File: src/rtl/program_sequencer_pkg.sv
// Shared definitions for the program run controller: FSM state encoding
// and default widths/limits used by the sequencer and its helpers.
package program_sequencer_pkg;

   typedef enum logic [2:0] {
      IDLE,
      LAUNCH,
      RUN,
      DRAIN,
      NEXT,
      FINISH
   } seq_state_t;

   localparam int DEF_PC_BITS        = 9;
   localparam int DEF_NUM_PROGS      = 3;
   localparam int DEF_PIDX_W         = 2;
   localparam int DEF_CYC_W          = 16;
   localparam int DEF_TIMEOUT_CYCLES = 4096;
   localparam int DEF_LAUNCH_CYCLES  = 2;
   localparam int DEF_DRAIN_CYCLES   = 1;

   // Width of the shared LAUNCH/DRAIN phase counter.
   localparam int PHASE_W = 8;

endpackage

File: src/rtl/program_sequencer_next_prog_finder.sv
// Combinational search for the next enabled program slot: either the lowest
// set mask bit (first=1) or the lowest set bit strictly above cur.
module next_prog_finder
   import program_sequencer_pkg::*;
#(
   parameter int NUM_PROGS = DEF_NUM_PROGS,
   parameter int PIDX_W    = DEF_PIDX_W
) (
   input  logic [NUM_PROGS-1:0] mask,
   input  logic [PIDX_W-1:0]    cur,
   input  logic                 first,
   output logic                 found,
   output logic [PIDX_W-1:0]    idx
);

   logic [NUM_PROGS-1:0] cand;

   genvar gi;
   generate
      for (gi = 0; gi < NUM_PROGS; gi++) begin : g_cand
         assign cand[gi] = mask[gi] & (first | (PIDX_W'(gi) > cur));
      end
   endgenerate

   // Scan downward so the lowest qualifying slot is the one that sticks.
   always_comb begin
      found = 1'b0;
      idx   = '0;
      for (int i = NUM_PROGS - 1; i >= 0; i--) begin
         if (cand[i]) begin
            found = 1'b1;
            idx   = PIDX_W'(i);
         end
      end
   end

endmodule

File: src/rtl/program_sequencer.sv
// Run controller in front of the single-cycle processor: launches each masked
// program from its entry address, waits for halt or watchdog, reports results.
module program_sequencer
   import program_sequencer_pkg::*;
#(
   parameter int PC_BITS        = DEF_PC_BITS,
   parameter int NUM_PROGS      = DEF_NUM_PROGS,
   parameter int PIDX_W         = DEF_PIDX_W,
   parameter int CYC_W          = DEF_CYC_W,
   parameter int TIMEOUT_CYCLES = DEF_TIMEOUT_CYCLES,
   parameter int LAUNCH_CYCLES  = DEF_LAUNCH_CYCLES,
   parameter int DRAIN_CYCLES   = DEF_DRAIN_CYCLES
) (
   input  logic                         clock,
   input  logic                         reset,
   input  logic                         start,
   input  logic [NUM_PROGS-1:0]         prog_mask,
   input  logic [NUM_PROGS*PC_BITS-1:0] entry_addr,
   input  logic                         cpu_halt,
   output logic                         cpu_start,
   output logic [PC_BITS-1:0]           starting_address,
   output logic [PIDX_W-1:0]            prog_idx,
   output logic                         busy,
   output logic                         run_valid,
   output logic [CYC_W-1:0]             cycle_count,
   output logic                         timeout,
   output logic                         done
);

   seq_state_t                   state_reg, state_next;
   logic [NUM_PROGS-1:0]         mask_reg, mask_next;
   logic [NUM_PROGS*PC_BITS-1:0] entry_reg, entry_next;
   logic [PHASE_W-1:0]           phase_reg, phase_next;
   logic [PIDX_W-1:0]            prog_idx_reg, prog_idx_next;
   logic [PC_BITS-1:0]           start_addr_reg, start_addr_next;
   logic                         cpu_start_reg, cpu_start_next;
   logic                         busy_reg, busy_next;
   logic                         run_valid_reg, run_valid_next;
   logic [CYC_W-1:0]             cycle_count_reg, cycle_count_next;
   logic                         timeout_reg, timeout_next;
   logic                         done_reg, done_next;

   // In IDLE the search and address lookup use the live inputs so the first
   // launch is set up on the same edge that accepts start.
   logic                         in_idle;
   logic [NUM_PROGS-1:0]         find_mask;
   logic [NUM_PROGS*PC_BITS-1:0] entry_src;
   logic                         find_found;
   logic [PIDX_W-1:0]            find_idx;
   logic [PC_BITS-1:0]           find_addr;

   assign in_idle   = (state_reg == IDLE);
   assign find_mask = in_idle ? prog_mask : mask_reg;
   assign entry_src = in_idle ? entry_addr : entry_reg;
   assign find_addr = entry_src[int'(find_idx)*PC_BITS +: PC_BITS];

   next_prog_finder #(
      .NUM_PROGS (NUM_PROGS),
      .PIDX_W    (PIDX_W)
   ) u_finder (
      .mask  (find_mask),
      .cur   (prog_idx_reg),
      .first (in_idle),
      .found (find_found),
      .idx   (find_idx)
   );

   always_comb begin
      state_next       = state_reg;
      mask_next        = mask_reg;
      entry_next       = entry_reg;
      phase_next       = phase_reg;
      prog_idx_next    = prog_idx_reg;
      start_addr_next  = start_addr_reg;
      cycle_count_next = cycle_count_reg;
      timeout_next     = timeout_reg;
      done_next        = done_reg;

      case (state_reg)
         IDLE: begin
            if (start) begin
               mask_next    = prog_mask;
               entry_next   = entry_addr;
               timeout_next = 1'b0;
               if (!find_found) begin
                  state_next = FINISH;
                  done_next  = 1'b1;
               end else begin
                  done_next        = 1'b0;
                  state_next       = LAUNCH;
                  prog_idx_next    = find_idx;
                  start_addr_next  = find_addr;
                  cycle_count_next = '0;
                  phase_next       = '0;
               end
            end
         end
         LAUNCH: begin
            if (phase_reg == PHASE_W'(LAUNCH_CYCLES - 1)) begin
               state_next       = RUN;
               cycle_count_next = CYC_W'(1);
            end else begin
               phase_next = phase_reg + 1'b1;
            end
         end
         RUN: begin
            // Halt takes priority over the watchdog in the same cycle.
            if (cpu_halt) begin
               state_next = DRAIN;
               phase_next = '0;
            end else if (cycle_count_reg == CYC_W'(TIMEOUT_CYCLES)) begin
               state_next   = DRAIN;
               phase_next   = '0;
               timeout_next = 1'b1;
            end else begin
               cycle_count_next = cycle_count_reg + 1'b1;
            end
         end
         DRAIN: begin
            if (phase_reg == PHASE_W'(DRAIN_CYCLES - 1)) begin
               state_next = NEXT;
            end else begin
               phase_next = phase_reg + 1'b1;
            end
         end
         NEXT: begin
            if (find_found) begin
               state_next       = LAUNCH;
               prog_idx_next    = find_idx;
               start_addr_next  = find_addr;
               cycle_count_next = '0;
               phase_next       = '0;
            end else begin
               state_next = FINISH;
               done_next  = 1'b1;
            end
         end
         FINISH: begin
            state_next = IDLE;
         end
         default: begin
            state_next = IDLE;
         end
      endcase

      // Status outputs are decoded from the upcoming state so they register
      // in step with it.
      cpu_start_next = (state_next == LAUNCH);
      busy_next      = (state_next == LAUNCH) || (state_next == RUN) ||
                       (state_next == DRAIN)  || (state_next == NEXT);
      run_valid_next = (state_next == DRAIN) &&
                       (phase_next == PHASE_W'(DRAIN_CYCLES - 1));
   end

   always_ff @(posedge clock) begin
      if (reset) begin
         state_reg       <= IDLE;
         mask_reg        <= '0;
         entry_reg       <= '0;
         phase_reg       <= '0;
         prog_idx_reg    <= '0;
         start_addr_reg  <= '0;
         cpu_start_reg   <= 1'b0;
         busy_reg        <= 1'b0;
         run_valid_reg   <= 1'b0;
         cycle_count_reg <= '0;
         timeout_reg     <= 1'b0;
         done_reg        <= 1'b0;
      end else begin
         state_reg       <= state_next;
         mask_reg        <= mask_next;
         entry_reg       <= entry_next;
         phase_reg       <= phase_next;
         prog_idx_reg    <= prog_idx_next;
         start_addr_reg  <= start_addr_next;
         cpu_start_reg   <= cpu_start_next;
         busy_reg        <= busy_next;
         run_valid_reg   <= run_valid_next;
         cycle_count_reg <= cycle_count_next;
         timeout_reg     <= timeout_next;
         done_reg        <= done_next;
      end
   end

   assign cpu_start        = cpu_start_reg;
   assign starting_address = start_addr_reg;
   assign prog_idx         = prog_idx_reg;
   assign busy             = busy_reg;
   assign run_valid        = run_valid_reg;
   assign cycle_count      = cycle_count_reg;
   assign timeout          = timeout_reg;
   assign done             = done_reg;

endmodule
File: config.mk
export PLATFORM = sky130hd
export DESIGN_NAME = program_sequencer
export DESIGN_NICKNAME = d
export VERILOG_FILES = /design/src/rtl/program_sequencer_pkg.sv /design/src/rtl/program_sequencer_next_prog_finder.sv /design/src/rtl/program_sequencer.sv
export SDC_FILE = /design/constraint.sdc
export NUM_CORES = 1
export LEC_CHECK = 0
export CAP_MARGIN = 20
export CORE_MARGIN = 1.5
export CORE_UTILIZATION = 53
export DETAILED_ROUTE_END_ITERATION = 12
export PLACE_DENSITY_LB_ADDON = 0.25
export SKIP_CTS_REPAIR_TIMING = 1
export SLEW_MARGIN = 0
export SYNTH_ARGS = -nofsm -noshare
export SYNTH_HDL_FRONTEND = slang
export SYNTH_SLANG_ARGS = --single-unit
File: constraint.sdc
create_clock -name clock -period 3.2 [get_ports clock]
set_input_delay 0.32 -clock clock [delete_from_list [all_inputs] [get_ports clock]]
set_output_delay 0.32 -clock clock [all_outputs]
set_load 0.01 [all_outputs]
Word-level counts from Yosys, hierarchy flattened
Index checks and enable logic that the tools add are counted.
{"block": "totals", "regBits": 73, "output_inout_bits": 32, "wordCells": 98}
{"block": "op_classes", "n_addsub": 2, "n_mul": 1, "order_cmp": 3, "eq_ne": 16, "shifts": 1, "mux": 42, "n_bitwise": 6, "reduce_logical": 15}
{"cell": "$mux W16", "count": 5}
{"cell": "$pmux W16 S4", "count": 1}
{"cell": "$mux W8", "count": 6}
{"cell": "$pmux W8 S5", "count": 1}
{"cell": "$mux W27", "count": 1}
{"cell": "$shiftx A27 B7 Y9", "count": 1}
{"cell": "$mux W3", "count": 7}
{"cell": "$mux W9", "count": 2}
{"cell": "$pmux W9 S2", "count": 1}
{"cell": "$add A16 B1 Y16 const B", "count": 1}
{"cell": "$eq A16 B13 Y1 const B", "count": 1}
{"cell": "$logic_not A8 Y1", "count": 2}
{"cell": "$pmux W3 S5", "count": 1}
{"cell": "$eq A3 B2 Y1 const B", "count": 4}
{"cell": "$ne A2 B2 Y1 const B", "count": 6}
{"cell": "$mux W2", "count": 5}
{"cell": "$mux W1", "count": 9}
{"cell": "$add A8 B1 Y8 const B", "count": 1}
{"cell": "$eq A8 B1 Y1 const B", "count": 1}
{"cell": "$eq A3 B1 Y1 const B", "count": 2}
{"cell": "$eq A3 B3 Y1 const B", "count": 2}
{"cell": "$mul A2 B4 Y6 const B", "count": 1}
{"cell": "$reduce_and A5 Y1", "count": 1}
{"cell": "$gt A1 B2 Y1 const A", "count": 2}
{"cell": "other kinds (13)", "count": 22}

Depth between registers and ports, before layout
{"block": "logic_depth", "depth_word": 13, "ltp_mapped": 9, "depth_no_buf": 8}

By module
Synthesis repeated with hierarchy kept, for this count alone.
{"block": "hier_totals", "cells_unflattened": 452, "hier_area_um2": 3782.4}
{"module": "program_sequencer", "instances": 1, "cells_each": 441, "area_per_inst_um2": 3719.8}
{"module": "next_prog_finder", "instances": 1, "cells_each": 11, "area_per_inst_um2": 62.6}

Least setup slack after synthesis
Ideal clock, no wire load.
{"block": "synth_path", "path_kind": "register -> register", "from": "register state_reg[1]", "to": "register start_addr_reg[5] (netlist: starting_address[5])", "t_arrival_ps": 2469, "t_required_ps": 3072, "slack_ps": 604, "stages_incl_launch_ff": 9, "period_less_slack_ps": 2596, "cell_sequence": "dfxtp_1 -> buf_6 -> nor3_2 -> mux2i_1 -> buf_2 -> mux2_2 -> mux4_2 -> mux2i_1 -> nor2_1"}
{"block": "synth_via", "elab_chain_cells": 11, "word_cells_on_any_way": 24, "classes_between": "mul (1); eq/ne (2); shift (1); mux (11); bitwise (6); reduce/logical (3)"}
{"element": "start: declaration", "line_no": "program_sequencer.sv:30", "text": "seq_state_t state_reg, state_next;"}
{"element": "start signal: assignment", "line_no": "program_sequencer.sv:170", "text": "state_reg <= state_next;"}
{"element": "$logic_not A3 Y1", "line_no": "program_sequencer.sv:52, program_sequencer.sv:79"}
{"element": "$mux W3 / $or A1 B1 Y1 (equally long branches)", "line_no": "program_sequencer.sv:53, program_sequencer_next_prog_finder.sv:21"}
{"element": "$and A1 B1 Y1", "line_no": "program_sequencer_next_prog_finder.sv:21", "text": "assign cand[gi] = mask[gi] & (first | (PIDX_W'(gi) > cur));"}
{"element": "$mux W2 (3 in series)", "line_no": "program_sequencer_next_prog_finder.sv:30", "text": "if (cand[i]) begin"}
{"element": "$mul A2 B4 Y6", "line_no": "program_sequencer.sv:55", "text": "assign find_addr = entry_src[int'(find_idx)*PC_BITS +: PC_BITS];"}
{"element": "$shiftx A27 B7 Y9", "line_no": "program_sequencer.sv:55"}
{"element": "$mux W9", "line_no": "program_sequencer.sv:85, program_sequencer.sv:127"}
{"element": "$mux W9", "line_no": "program_sequencer.sv:81", "text": "if (start) begin"}
{"element": "$pmux W9 S2", "line_no": "program_sequencer.sv:79", "text": "case (state_reg)"}
{"element": "end signal: assignment", "line_no": "program_sequencer.sv:175", "text": "start_addr_reg <= start_addr_next;"}
{"element": "end: declaration", "line_no": "program_sequencer.sv:35", "text": "logic [PC_BITS-1:0] start_addr_reg, start_addr_next;"}
Several ways; a longest one is shown, not always the timed one. The select of a mux whose other input is x is not followed.
A chain may end at the register's enable or synchronous reset.

Worst setup path in the final report
{"block": "layout_path", "from": "register phase_reg[0]", "to": "register run_valid_reg (netlist: run_valid)"}
{"block": "layout_via", "elab_chain_cells": 5, "word_cells_on_any_way": 16, "classes_between": "add/sub (1); eq/ne (2); mux (10); reduce/logical (3)"}
{"element": "start: declaration", "line_no": "program_sequencer.sv:33", "text": "logic [PHASE_W-1:0] phase_reg, phase_next;"}
{"element": "start signal: assignment", "line_no": "program_sequencer.sv:173", "text": "phase_reg <= phase_next;"}
{"element": "$add A8 B1 Y8 (tied with other cells)", "line_no": "program_sequencer.sv:103, program_sequencer.sv:123"}
{"element": "$mux W8 (tied with other cells)", "line_no": "program_sequencer.sv:120", "text": "if (phase_reg == PHASE_W'(DRAIN_CYCLES - 1)) begin"}
{"element": "$pmux W8 S5 / $pmux W3 S5 (equally long branches)", "line_no": "program_sequencer.sv:79"}
{"element": "$logic_not A8 Y1 / $eq A3 B2 Y1 (equally long branches)", "line_no": "program_sequencer.sv:152, program_sequencer.sv:151"}
{"element": "$logic_and A1 B1 Y1 *", "line_no": "program_sequencer.sv:151", "text": "run_valid_next = (state_next == DRAIN) &&"}
{"element": "end signal: assignment", "line_no": "program_sequencer.sv:178", "text": "run_valid_reg <= run_valid_next;"}
{"element": "end: declaration", "line_no": "program_sequencer.sv:38", "text": "logic run_valid_reg, run_valid_next;"}
Every way passes the cells marked *; elsewhere a longest branch is shown, timed or not.

==> reports/qor.txt <==
syn_nets - 493
register area share after synthesis - 38.1%
relative slew slack - 50.5%
most common cell after layout, fill and taps aside - nand2_1
max cap viols - 0
Via density - 5.83
Slew @ Worst Pin - 734 ps
Top Ports - 66
final setup violation count - 0
diode count - 0
total number of vias - 3,596
GR Util All Layers - 25.3%
Reg2Reg Launch Point - phase_reg[0]$_SDFF_PP0_
CP Class - reg2reg
Synth cell types - 59
status - completed
DRT met1 WL - 4.01 mm
Fillers - 552
largest net degree at the start of global routing - 45
top_reg_cell synth - dfxtp_1
worst-path maximum fanout - 5
WP data required - 3500 ps
crit path launch - phase_reg[0]$_SDFF_PP0_
Die W - 87.5 microns
Buffers on Ports - 65
max-slew violation count - 0
share of cells above drive strength 1 - 10.2%
number of synthesized flops with an enable pin - 0
area leader, netlist - dfxtp_1
dominant cells by area after synthesis - dfxtp_1, nand2_1, a21oi_1
Avg Inst Size Synth - 8.33 sq um
H-tree levels - 3
dpl hpwl - 6.46 mm
Std-Cell Rows - 30
most frequent cells in the layout - nand2_1, dfxtp_1, clkdlybuf4s50_1
Die Span Y - 87.5 microns
nets@finish - 556
post-synth top area share - 38.1%
drt pass-1 iters - 5
CP startpoint kind - flop
CTS buffer count - 9
final hold violations - 0
PD cells - 484 mW/mm^2
final wirelength - 9.23 mm
Top Metal Used - met4
Max Clk Rate - 0.370 GHz
CORE AREA - 0.00683 sq mm
Min-Delay Path Class - in2reg
Die Area - 0.00765 sq mm
TritonCTS clock tree - built
Clock Pin Slew Worst Setup and Hold Paths - 70 ps
Residual DRC - 0
FFs w/ async S/R, synth - 0%
clk_skew - 10.6 ps
reg2reg end - run_valid$_SDFF_PP0_
crit path cell chain - inv_1 > ha_1 > mux2_4 > a311o_1 > o211a_2 > or4b_4 > nor4b_2 > o2111a_1
flop2flop setup slack - 500 ps
Post-DRT Antenna Nets - 0
RD Place Congestion - 0.902
CP Data Arrival Time - 3000 ps
Starting Density - 55.4%
Slowest-stage cell, CP - or4b_4
global-route wire length before repair - 15.3 mm
Hold Crit Start - reset
initial antenna violation count - 0
CP peak stage delay - 520 ps
final clock period utilization by the worst path - 84.4%
clock root cell - clkbuf_8
Period minus WS final - 2700 ps
1st-iter DRT viols - 294
wire per inst - 15.0 microns
clock latency at the later pin of the worst-skew pair - 350 ps
VDD IR max - 307 uV
RSZ-0062 raised after global routing - false
area grow syn2layout - 25.0%
GRT overflow - 0
Critical Path End - run_valid$_SDFF_PP0_
WL met3 - 478 microns
vias in the first global route - 3,373
DR WL met2 - 4.60 mm
# clock sinks - 72
Placed Cells - 602
max FFs per register - 27
Cell Area, Synth - 0.00378 sq mm
Syn Inst Count - 454
yosys warns - 0
crit end category - flop
setup TNS - 0 ps
R2R depth - 8
Leak Pwr - 1.67 nW
clock buffer depth - 2
Finished Layout Cells - 617
FF+latch count, synth - 72
-- area by class of cell --
class	instances	area (sq um)	area share, %
clock buffers	12	145	3.07
well taps	96	120	2.54
multi-input cells	345	2200	46.5
repair buffers	77	733	15.5
inverters	12	45.0	0.953
clock inverters	3	42.5	0.900
flip-flops and latches	72	1440	30.5
-- cells by family (layout without fill, tap and decap cells) --
| family | count (synthesis) | after routing | share of synthesized area [%] |
|---|---|---|---|
| and+or+nand+nor | 196 | 196 | 24.7 |
| AOI/OAI and AO/OA | 96 | 96 | 15.7 |
| DFF | 72 | 72 | 38.1 |
| buffers and inverters | 37 | 104 | 3.97 |
| muxes | 34 | 34 | 12.6 |
| xor gates and xnor gates | 14 | 14 | 3.24 |
| adders and majority gates | 5 | 5 | 1.65 |
-- Yosys cell counts (8+ instances only) --
library cell and n:
a21oi_1 44, clkbuf_1 20, nor2_1 45, mux4_2 9
xnor2_1 14, o21ai_0 12, inv_1 12, mux2i_1 10
nand2_1 80, nand3_1 8, dfxtp_1 72, mux2_2 9
nor3_1 14
-- worst min path at each step --
stage / end / slack, ps / cells after the start
floorplan: entry_reg[0]$_SDFFE_PP0P_ / 430 / 2
global placement: entry_reg[11]$_SDFFE_PP0P_ / 440 / 2
detailed placement: entry_reg[11]$_SDFFE_PP0P_ / 450 / 2
CTS: phase_reg[6]$_SDFF_PP0_ / 310 / 2
global route: phase_reg[6]$_SDFF_PP0_ / 320 / 2
finish: phase_reg[5]$_SDFF_PP0_ / 320 / 2
-- worst max-delay path: cells and delay by family (launching register included) --
kind | cells | cell delay, ps
flops | 1 | 420
simple gates | 2 | 850
buf+inv | 1 | 130
fa+ha+maj | 1 | 250
mux | 1 | 270
compound gates | 3 | 730
-- metrics by stage --
step	instance area, sq um	total power, mW	setup WS [ps]	hold slack, ps	util, %
6_report	4730	2.29	499	318	69.2
2_1_floorplan	3780	1.39	604	433	-
5_1_grt	4730	2.39	321	320	69.2
4_1_cts	4730	2.29	513	313	69.2
3_3_place_gp	4530	1.57	476	438	66.3
3_5_place_dp	4540	1.59	480	447	66.5
-- where the power goes --
group / switching [mW] / internal, mW / total [mW]
registers: 0.0443 / 0.955 / 1.00
clock network: 0.335 / 0.377 / 0.711
logic: 0.303 / 0.276 / 0.578
total: 0.681 / 1.61 / 2.29
-- layer usage --
metal | vias to the layer above | global-route usage, %
met5 | - | 0
met4 | 0 | 10.8
met3 | 14 | 5.12
met2 | 119 | 42.8
met1 | 1731 | 31.2
li1 | 1732 | -
(Power assumes the default switching activity.)
